[src/rtl/vga_timing_monitor.sv]
// vga_timing_monitor: checks VGA hsync/vsync timing against 640x480 and tracks lock.
// Optional scan-line probe enabled by defining VGA_PROBE_EN.
module vga_timing_monitor #(
    parameter int CLK_PER_PIX = 4,
    parameter int H_TOTAL     = 800,
    parameter int H_SYNC      = 96,
    parameter int V_TOTAL     = 525,
    parameter int V_SYNC      = 2,
    parameter int LOCK_FRAMES = 2
`ifdef VGA_PROBE_EN
    ,
    parameter int PROBE_CLK   = 576,
    parameter int PROBE_LINE  = 35
`endif
) (
    input  logic        i_clk,
    input  logic        rst_btn,
    input  logic        vga_hs,
    input  logic        vga_vs,
    input  logic [7:0]  vga_rgb,
    input  logic        err_clr,
    output logic        locked,
    output logic        h_err,
    output logic        v_err,
    output logic        err_sticky,
    output logic [15:0] frame_cnt
`ifdef VGA_PROBE_EN
    ,
    output logic [7:0]  probe_rgb,
    output logic        probe_valid
`endif
);

    localparam logic [12:0] LINE_N = 13'(H_TOTAL * CLK_PER_PIX);
    localparam logic [11:0] HS_N   = 12'(H_SYNC * CLK_PER_PIX);
    localparam logic [10:0] VT_N   = 11'(V_TOTAL);
    localparam logic [10:0] VS_N   = 11'(V_SYNC);
    localparam logic [7:0]  LOCK_N = 8'(LOCK_FRAMES);

    typedef enum logic [1:0] {
        ST_SEARCH = 2'd0,
        ST_TRACK  = 2'd1,
        ST_LOCKED = 2'd2
    } state_t;

    state_t state, state_n;

    logic hs_r, vs_r, hs_p, vs_p;
    logic smp_vld, smp_vld_p;
    logic edge_ok;
    logic hs_fall, hs_rise, vs_fall, vs_rise;

    logic [11:0] h_clk;
    logic [11:0] hs_w;
    logic [10:0] lines;
    logic [10:0] vs_w;
    logic        hs_seen, vs_seen;
    logic        arm_clr;
    logic        h_bad, v_bad;

    logic [7:0]  good, good_n, good_inc;
    logic        frame_err, frame_err_n;
    logic [15:0] cnt_n;
    logic        err_set;

    // Register the raw inputs once and keep the previous sample for edges.
    always_ff @(posedge i_clk) begin
        if (rst_btn) begin
            hs_r      <= 1'b1;
            vs_r      <= 1'b1;
            hs_p      <= 1'b1;
            vs_p      <= 1'b1;
            smp_vld   <= 1'b0;
            smp_vld_p <= 1'b0;
        end else begin
            hs_r      <= vga_hs;
            vs_r      <= vga_vs;
            hs_p      <= hs_r;
            vs_p      <= vs_r;
            smp_vld   <= 1'b1;
            smp_vld_p <= smp_vld;
        end
    end

    // An edge needs two real samples; the reset value must not fake one.
    assign edge_ok = smp_vld_p;
    assign hs_fall = edge_ok & hs_p & ~hs_r;
    assign hs_rise = edge_ok & ~hs_p & hs_r;
    assign vs_fall = edge_ok & vs_p & ~vs_r;
    assign vs_rise = edge_ok & ~vs_p & vs_r;

    // Losing lock discards half-measured intervals, like a reset does.
    assign arm_clr = (state == ST_LOCKED) & (h_err | v_err);

    assign h_bad = ~arm_clr & hs_seen &
                   ((hs_fall & (({1'b0, h_clk} + 13'd1) != LINE_N)) |
                    (hs_rise & (hs_w != HS_N)));

    assign v_bad = ~arm_clr & vs_seen &
                   ((vs_fall & (lines != VT_N)) |
                    (vs_rise & (vs_w != VS_N)));

    // Saturating interval counters and the one-cycle-late error pulses.
    always_ff @(posedge i_clk) begin
        if (rst_btn) begin
            h_clk   <= '0;
            hs_w    <= '0;
            lines   <= '0;
            vs_w    <= '0;
            hs_seen <= 1'b0;
            vs_seen <= 1'b0;
            h_err   <= 1'b0;
            v_err   <= 1'b0;
        end else begin
            if (hs_fall) begin
                h_clk <= '0;
            end else if (h_clk != 12'hFFF) begin
                h_clk <= h_clk + 12'd1;
            end

            if (hs_r) begin
                hs_w <= '0;
            end else if (hs_w != 12'hFFF) begin
                hs_w <= hs_w + 12'd1;
            end

            // A line starting with the vsync edge belongs to the new frame.
            if (vs_fall) begin
                lines <= {10'd0, hs_fall};
            end else if (hs_fall && lines != 11'h7FF) begin
                lines <= lines + 11'd1;
            end

            if (vs_r) begin
                vs_w <= '0;
            end else if (hs_fall && vs_w != 11'h7FF) begin
                vs_w <= vs_w + 11'd1;
            end

            if (arm_clr) begin
                hs_seen <= 1'b0;
                vs_seen <= 1'b0;
            end else begin
                if (hs_fall) hs_seen <= 1'b1;
                if (vs_fall) vs_seen <= 1'b1;
            end

            h_err <= h_bad;
            v_err <= v_bad;
        end
    end

    assign good_inc = good + 8'd1;

    // Lock acquisition: next state, clean-frame count and frame counter.
    always_comb begin
        state_n     = state;
        good_n      = good;
        frame_err_n = frame_err | h_bad | v_bad;
        cnt_n       = frame_cnt;
        unique case (state)
            ST_SEARCH: begin
                if (vs_fall) begin
                    state_n     = ST_TRACK;
                    good_n      = '0;
                    frame_err_n = 1'b0;
                end
            end
            ST_TRACK: begin
                if (vs_fall) begin
                    frame_err_n = 1'b0;
                    if (frame_err | h_bad | v_bad) begin
                        good_n = '0;
                    end else begin
                        good_n = good_inc;
                        if (good_inc >= LOCK_N) state_n = ST_LOCKED;
                    end
                end
            end
            ST_LOCKED: begin
                if (vs_fall) begin
                    cnt_n       = frame_cnt + 16'd1;
                    frame_err_n = 1'b0;
                end
                if (h_err | v_err) state_n = ST_SEARCH;
            end
            default: begin
                state_n = ST_SEARCH;
            end
        endcase
    end

    assign err_set = (state == ST_LOCKED) & (h_err | v_err);

    // State register plus the registered status outputs.
    always_ff @(posedge i_clk) begin
        if (rst_btn) begin
            state      <= ST_SEARCH;
            good       <= '0;
            frame_err  <= 1'b0;
            locked     <= 1'b0;
            frame_cnt  <= '0;
            err_sticky <= 1'b0;
        end else begin
            state     <= state_n;
            good      <= good_n;
            frame_err <= frame_err_n;
            locked    <= (state_n == ST_LOCKED);
            frame_cnt <= cnt_n;
            if (err_set) begin
                err_sticky <= 1'b1;
            end else if (err_clr) begin
                err_sticky <= 1'b0;
            end
        end
    end

`ifdef VGA_PROBE_EN
    logic [7:0] rgb_r;
    logic       hit;

    assign hit = (state == ST_LOCKED) &
                 (lines == 11'(PROBE_LINE)) &
                 (h_clk == 12'(PROBE_CLK));

    // Register RGB alongside sync so the probe sees aligned pixels.
    always_ff @(posedge i_clk) begin
        if (rst_btn) begin
            rgb_r <= '0;
        end else begin
            rgb_r <= vga_rgb;
        end
    end

    // Capture one pixel per locked frame at the probe coordinate.
    always_ff @(posedge i_clk) begin
        if (rst_btn) begin
            probe_rgb   <= '0;
            probe_valid <= 1'b0;
        end else begin
            probe_valid <= hit;
            if (hit) probe_rgb <= rgb_r;
        end
    end
`else
    // RGB only feeds the probe; without it the pins are deliberately idle.
    logic unused_rgb;
    assign unused_rgb = ^vga_rgb;
`endif

endmodule
[config.mk]
export PLATFORM = sky130hd
export DESIGN_NAME = vga_timing_monitor
export DESIGN_NICKNAME = d
export VERILOG_FILES = /design/src/rtl/vga_timing_monitor.sv
export SDC_FILE = /design/constraint.sdc
export NUM_CORES = 1
export LEC_CHECK = 0
export CORE_ASPECT_RATIO = 0.9
export CORE_MARGIN = 1
export CORE_UTILIZATION = 45
export CTS_CLUSTER_SIZE = 25
export DETAILED_ROUTE_END_ITERATION = 12
export GPL_TIMING_DRIVEN = 0
export HOLD_SLACK_MARGIN = 0.02
export PLACE_DENSITY = 0.75
export SYNTH_ARGS = -nofsm -noshare
export SYNTH_HDL_FRONTEND = slang
export SYNTH_SLANG_ARGS = --single-unit
[constraint.sdc]
create_clock -name i_clk -period 2.31 [get_ports i_clk]
set_clock_uncertainty 0.15 [all_clocks]
set_input_delay 0.462 -clock i_clk [delete_from_list [all_inputs] [get_ports i_clk]]
set_output_delay 0.462 -clock i_clk [all_outputs]
set_load 0.02 [all_outputs]
==> results.yml <==
setup_path:
  r2r_cells: 6
  cp_slowest_cell: "or4_4"
  critPathMaxFanout: 6
  cp.required_ns: 2.45
  crit_top_cell: "or4_4"
  critPathTopFamily: "simple AND/OR/NAND/NOR gates"
  path_class: "reg2reg"
  crit_buf_inv: 0
  cp.depth: 6
  endpoint_kind: "flip-flop"
  cp.arrival_ns: 2.48
  startpoint_type: "flip-flop"
  slowest_delay_ns: 0.54
  path_cells: "or4_4 > o41ai_4 > a21oi_2 > or4_4 > or2_4 > o21ai_2"
floorplan:
  die-area_um2: 9220
  io_pins: 33
  die_h_um: 91.2
  num_rows: 32
  die_w_um: 101
  start_util_pct: 46.4
  core_um2: 8570
clock_network:
  cts_root_buf: "clkbuf_8"
  clk_latency_ns: 0.35
  path_clk_slew_ns: 0.08
  cts_buffers: 9
  htreeDepth: 3
  clock_sinks: 85
  clockBufferDepth: 2
  cts_tree: "done"
synth:
  netlist_instances: 459
  syn-cell-area_um2: 3980
  syn_nets: 483
  synth_edf_count: 0
  ys_types: 55
  avgSynthCellArea_um2: 8.67
  seq_area_frac_synth_pct: 42.8
  yosysWarnings: 0
  ys_ff_latch: 85
  synth_ff_type: "dfxtp_1"
  async_flop_share_pct: 0
timing:
  max_freq_ghz: 0.427
  fin_ws_ns: -0.0315
  slew-limit-headroom_pct: 60.2
  period_share_pct: 101
  min_period_ns: 2.34
  slew_violations: 0
  hold_viol_final: 0
  setup_viol: 6
  rsz0062_at_grt: "true"
  worst_pin_slew_ns: 0.592
drt:
  drc_errors: 0
  via_per_inst: 5.24
  vias: 3246
  dr.pass1.iters: 4
  wl_um: 8020
  drtAntennaViolNets: 0
  first_iter_violations: 131
  wl_per_cell_um: 13.0
power:
  p_leak_nw: 1.59
  vdd_drop_max_mv: 0.441
  powerDensity_nw_per_um2: 550
hold_path:
  hold_class: "reg2reg"
  min_path_cells: 1
final_layout:
  final_common_cell: "dfxtp_1"
  fin_nets: 519
  area_delta_synth_final_pct: 18.2
  final_cells: 619
  design_area_um2: 4700
  drive_gt1_share_pct: 12.2
  num_antenna_cells: 0
  mostFrequentLayoutCells: "75 x dfxtp_1, 62 x nor2_1, 32 x nand2_1, 28 x xnor2_1"
outcome:
  status: "finished, violations left"
  violations: "setup timing"
place:
  dp.cells: 601
  dpl_worst_slack_ns: -0.418
  gp_congestion: 0.825
  io_buffers: 23
  dpl_cell_area_um2: 4370
  hpwl_um: 5560
global_routing:
  antenna_found_initial: 0
  overflow: 0
  first_global_vias: 3112
  grt_max_degree: 14
  track_usage_pct: 18.9
  grt_first_pass_wirelength_um: 13800
job:
  maxCapViolations: 0
-- layout make-up --
class,instances,area (um2)
multi-input combinational,343,2270
inverter,18,67.6
buffer,9,33.8
clock buffer,13,139
timing repair buffer,29,275
clock inverter,3,46.3
sequential,85,1720
tap,119,149
fill,812,3860
-- report_power, final --
part / leakage, nW / switching (mW) / total, mW / internal [mW]
combinational: 0.813 / 0.0495 / 0.0835 / 0.0340
sequential: 0.692 / 0.0202 / 1.50 / 1.48
clock: 0.0878 / 0.502 / 1.01 / 0.504
-- cells by family (layout without fill, tap and decap cells) --
group | count (synthesis) | after routing | synth area share [%]
and+or+nand+nor | 209 | 209 | 26.8
DFF | 85 | 85 | 42.8
AOI/OAI and AO/OA | 68 | 68 | 11.8
xor gates and xnor gates | 51 | 51 | 11.2
buffers and inverters | 31 | 72 | 2.92
adders and majority gates | 11 | 11 | 3.46
muxes | 4 | 4 | 1.01
-- worst register-to-register path: stages, from the launching register on --
cell and delay (ns):
dfxtp_2 0.33, or4_4 0.54, o41ai_4 0.25, a21oi_2 0.12, or4_4 0.45, or2_4 0.31, o21ai_2 0.13
-- repair_timing --
item / in CTS / in global routing
hold buffers: 0 / 0
gates resized for setup: 16 / 16
setup buffers: 5 / 1
endpoints found under the hold margin: 0 / 0
setup endpoints to repair: 19 / 33
pin swaps: 4 / 4
-- worst paths after layout --
kind	from	to	slack, ns
setup / recovery	lines[4]	locked	-0.03
hold / removal	smp_vld	edge_ok	0.30
setup reg to reg	lines[4]	locked	-0.03
hold reg to reg	smp_vld	edge_ok	0.30
-- synth_stat cells (5+ instances only) --
master     n  area [um2]
or2_2      5        31.3
nand2_1   32         120
nand2b_1   8        50.1
xor2_1    23         201
nor4_1    10        62.6
nand3_1   24         120
ha_1      11         138
a211oi_1   8        60.1
xnor2_1   28         245
nor3_1    10        50.1
nand4_1   16         100
and2_1     6        37.5
a21oi_1   22         110
dfxtp_1   85        1700
clkbuf_1  12        45.0
inv_1     17        63.8
nor2_1    63         236
o21ai_1    6        30.0
a31oi_1    5        31.3
and3_1     9        56.3
-- layer usage --
layer  up-vias  wire [um]  global-route usage (%)
li1       1673          -                       -
met1      1526       3890                    23.9
met2        42       3830                    31.2
met3         5        223                    5.31
met4         0         79                    5.43
met5         -          0                       0
-- state kept, by name (all words and copies together) (netlist names) --
name / count
frame_cnt: 16
h_clk: 12
hs_w: 12
lines: 11
vs_w: 11
good: 8
state: 2
edge_ok: 1
err_sticky: 1
frame_err: 1
h_err: 1
hs_p: 1
hs_r: 1
hs_seen: 1
locked: 1
smp_vld: 1
v_err: 1
vs_p: 1
vs_r: 1
vs_seen: 1
-- through the flow --
stage	setup TNS [ns]	power [mW]	hold slack, ns	utilization (%)
after CTS	-0.0310	2.62	0.302	54.2
after floorplan	0	1.59	0.264	-
after global placement	-3.95	1.61	0.270	51.0
after global routing	-0.610	2.70	0.324	54.9
final	-0.100	2.59	0.300	54.9
after detailed placement	-4.28	1.61	0.283	51.0
(Power assumes the default switching activity.)
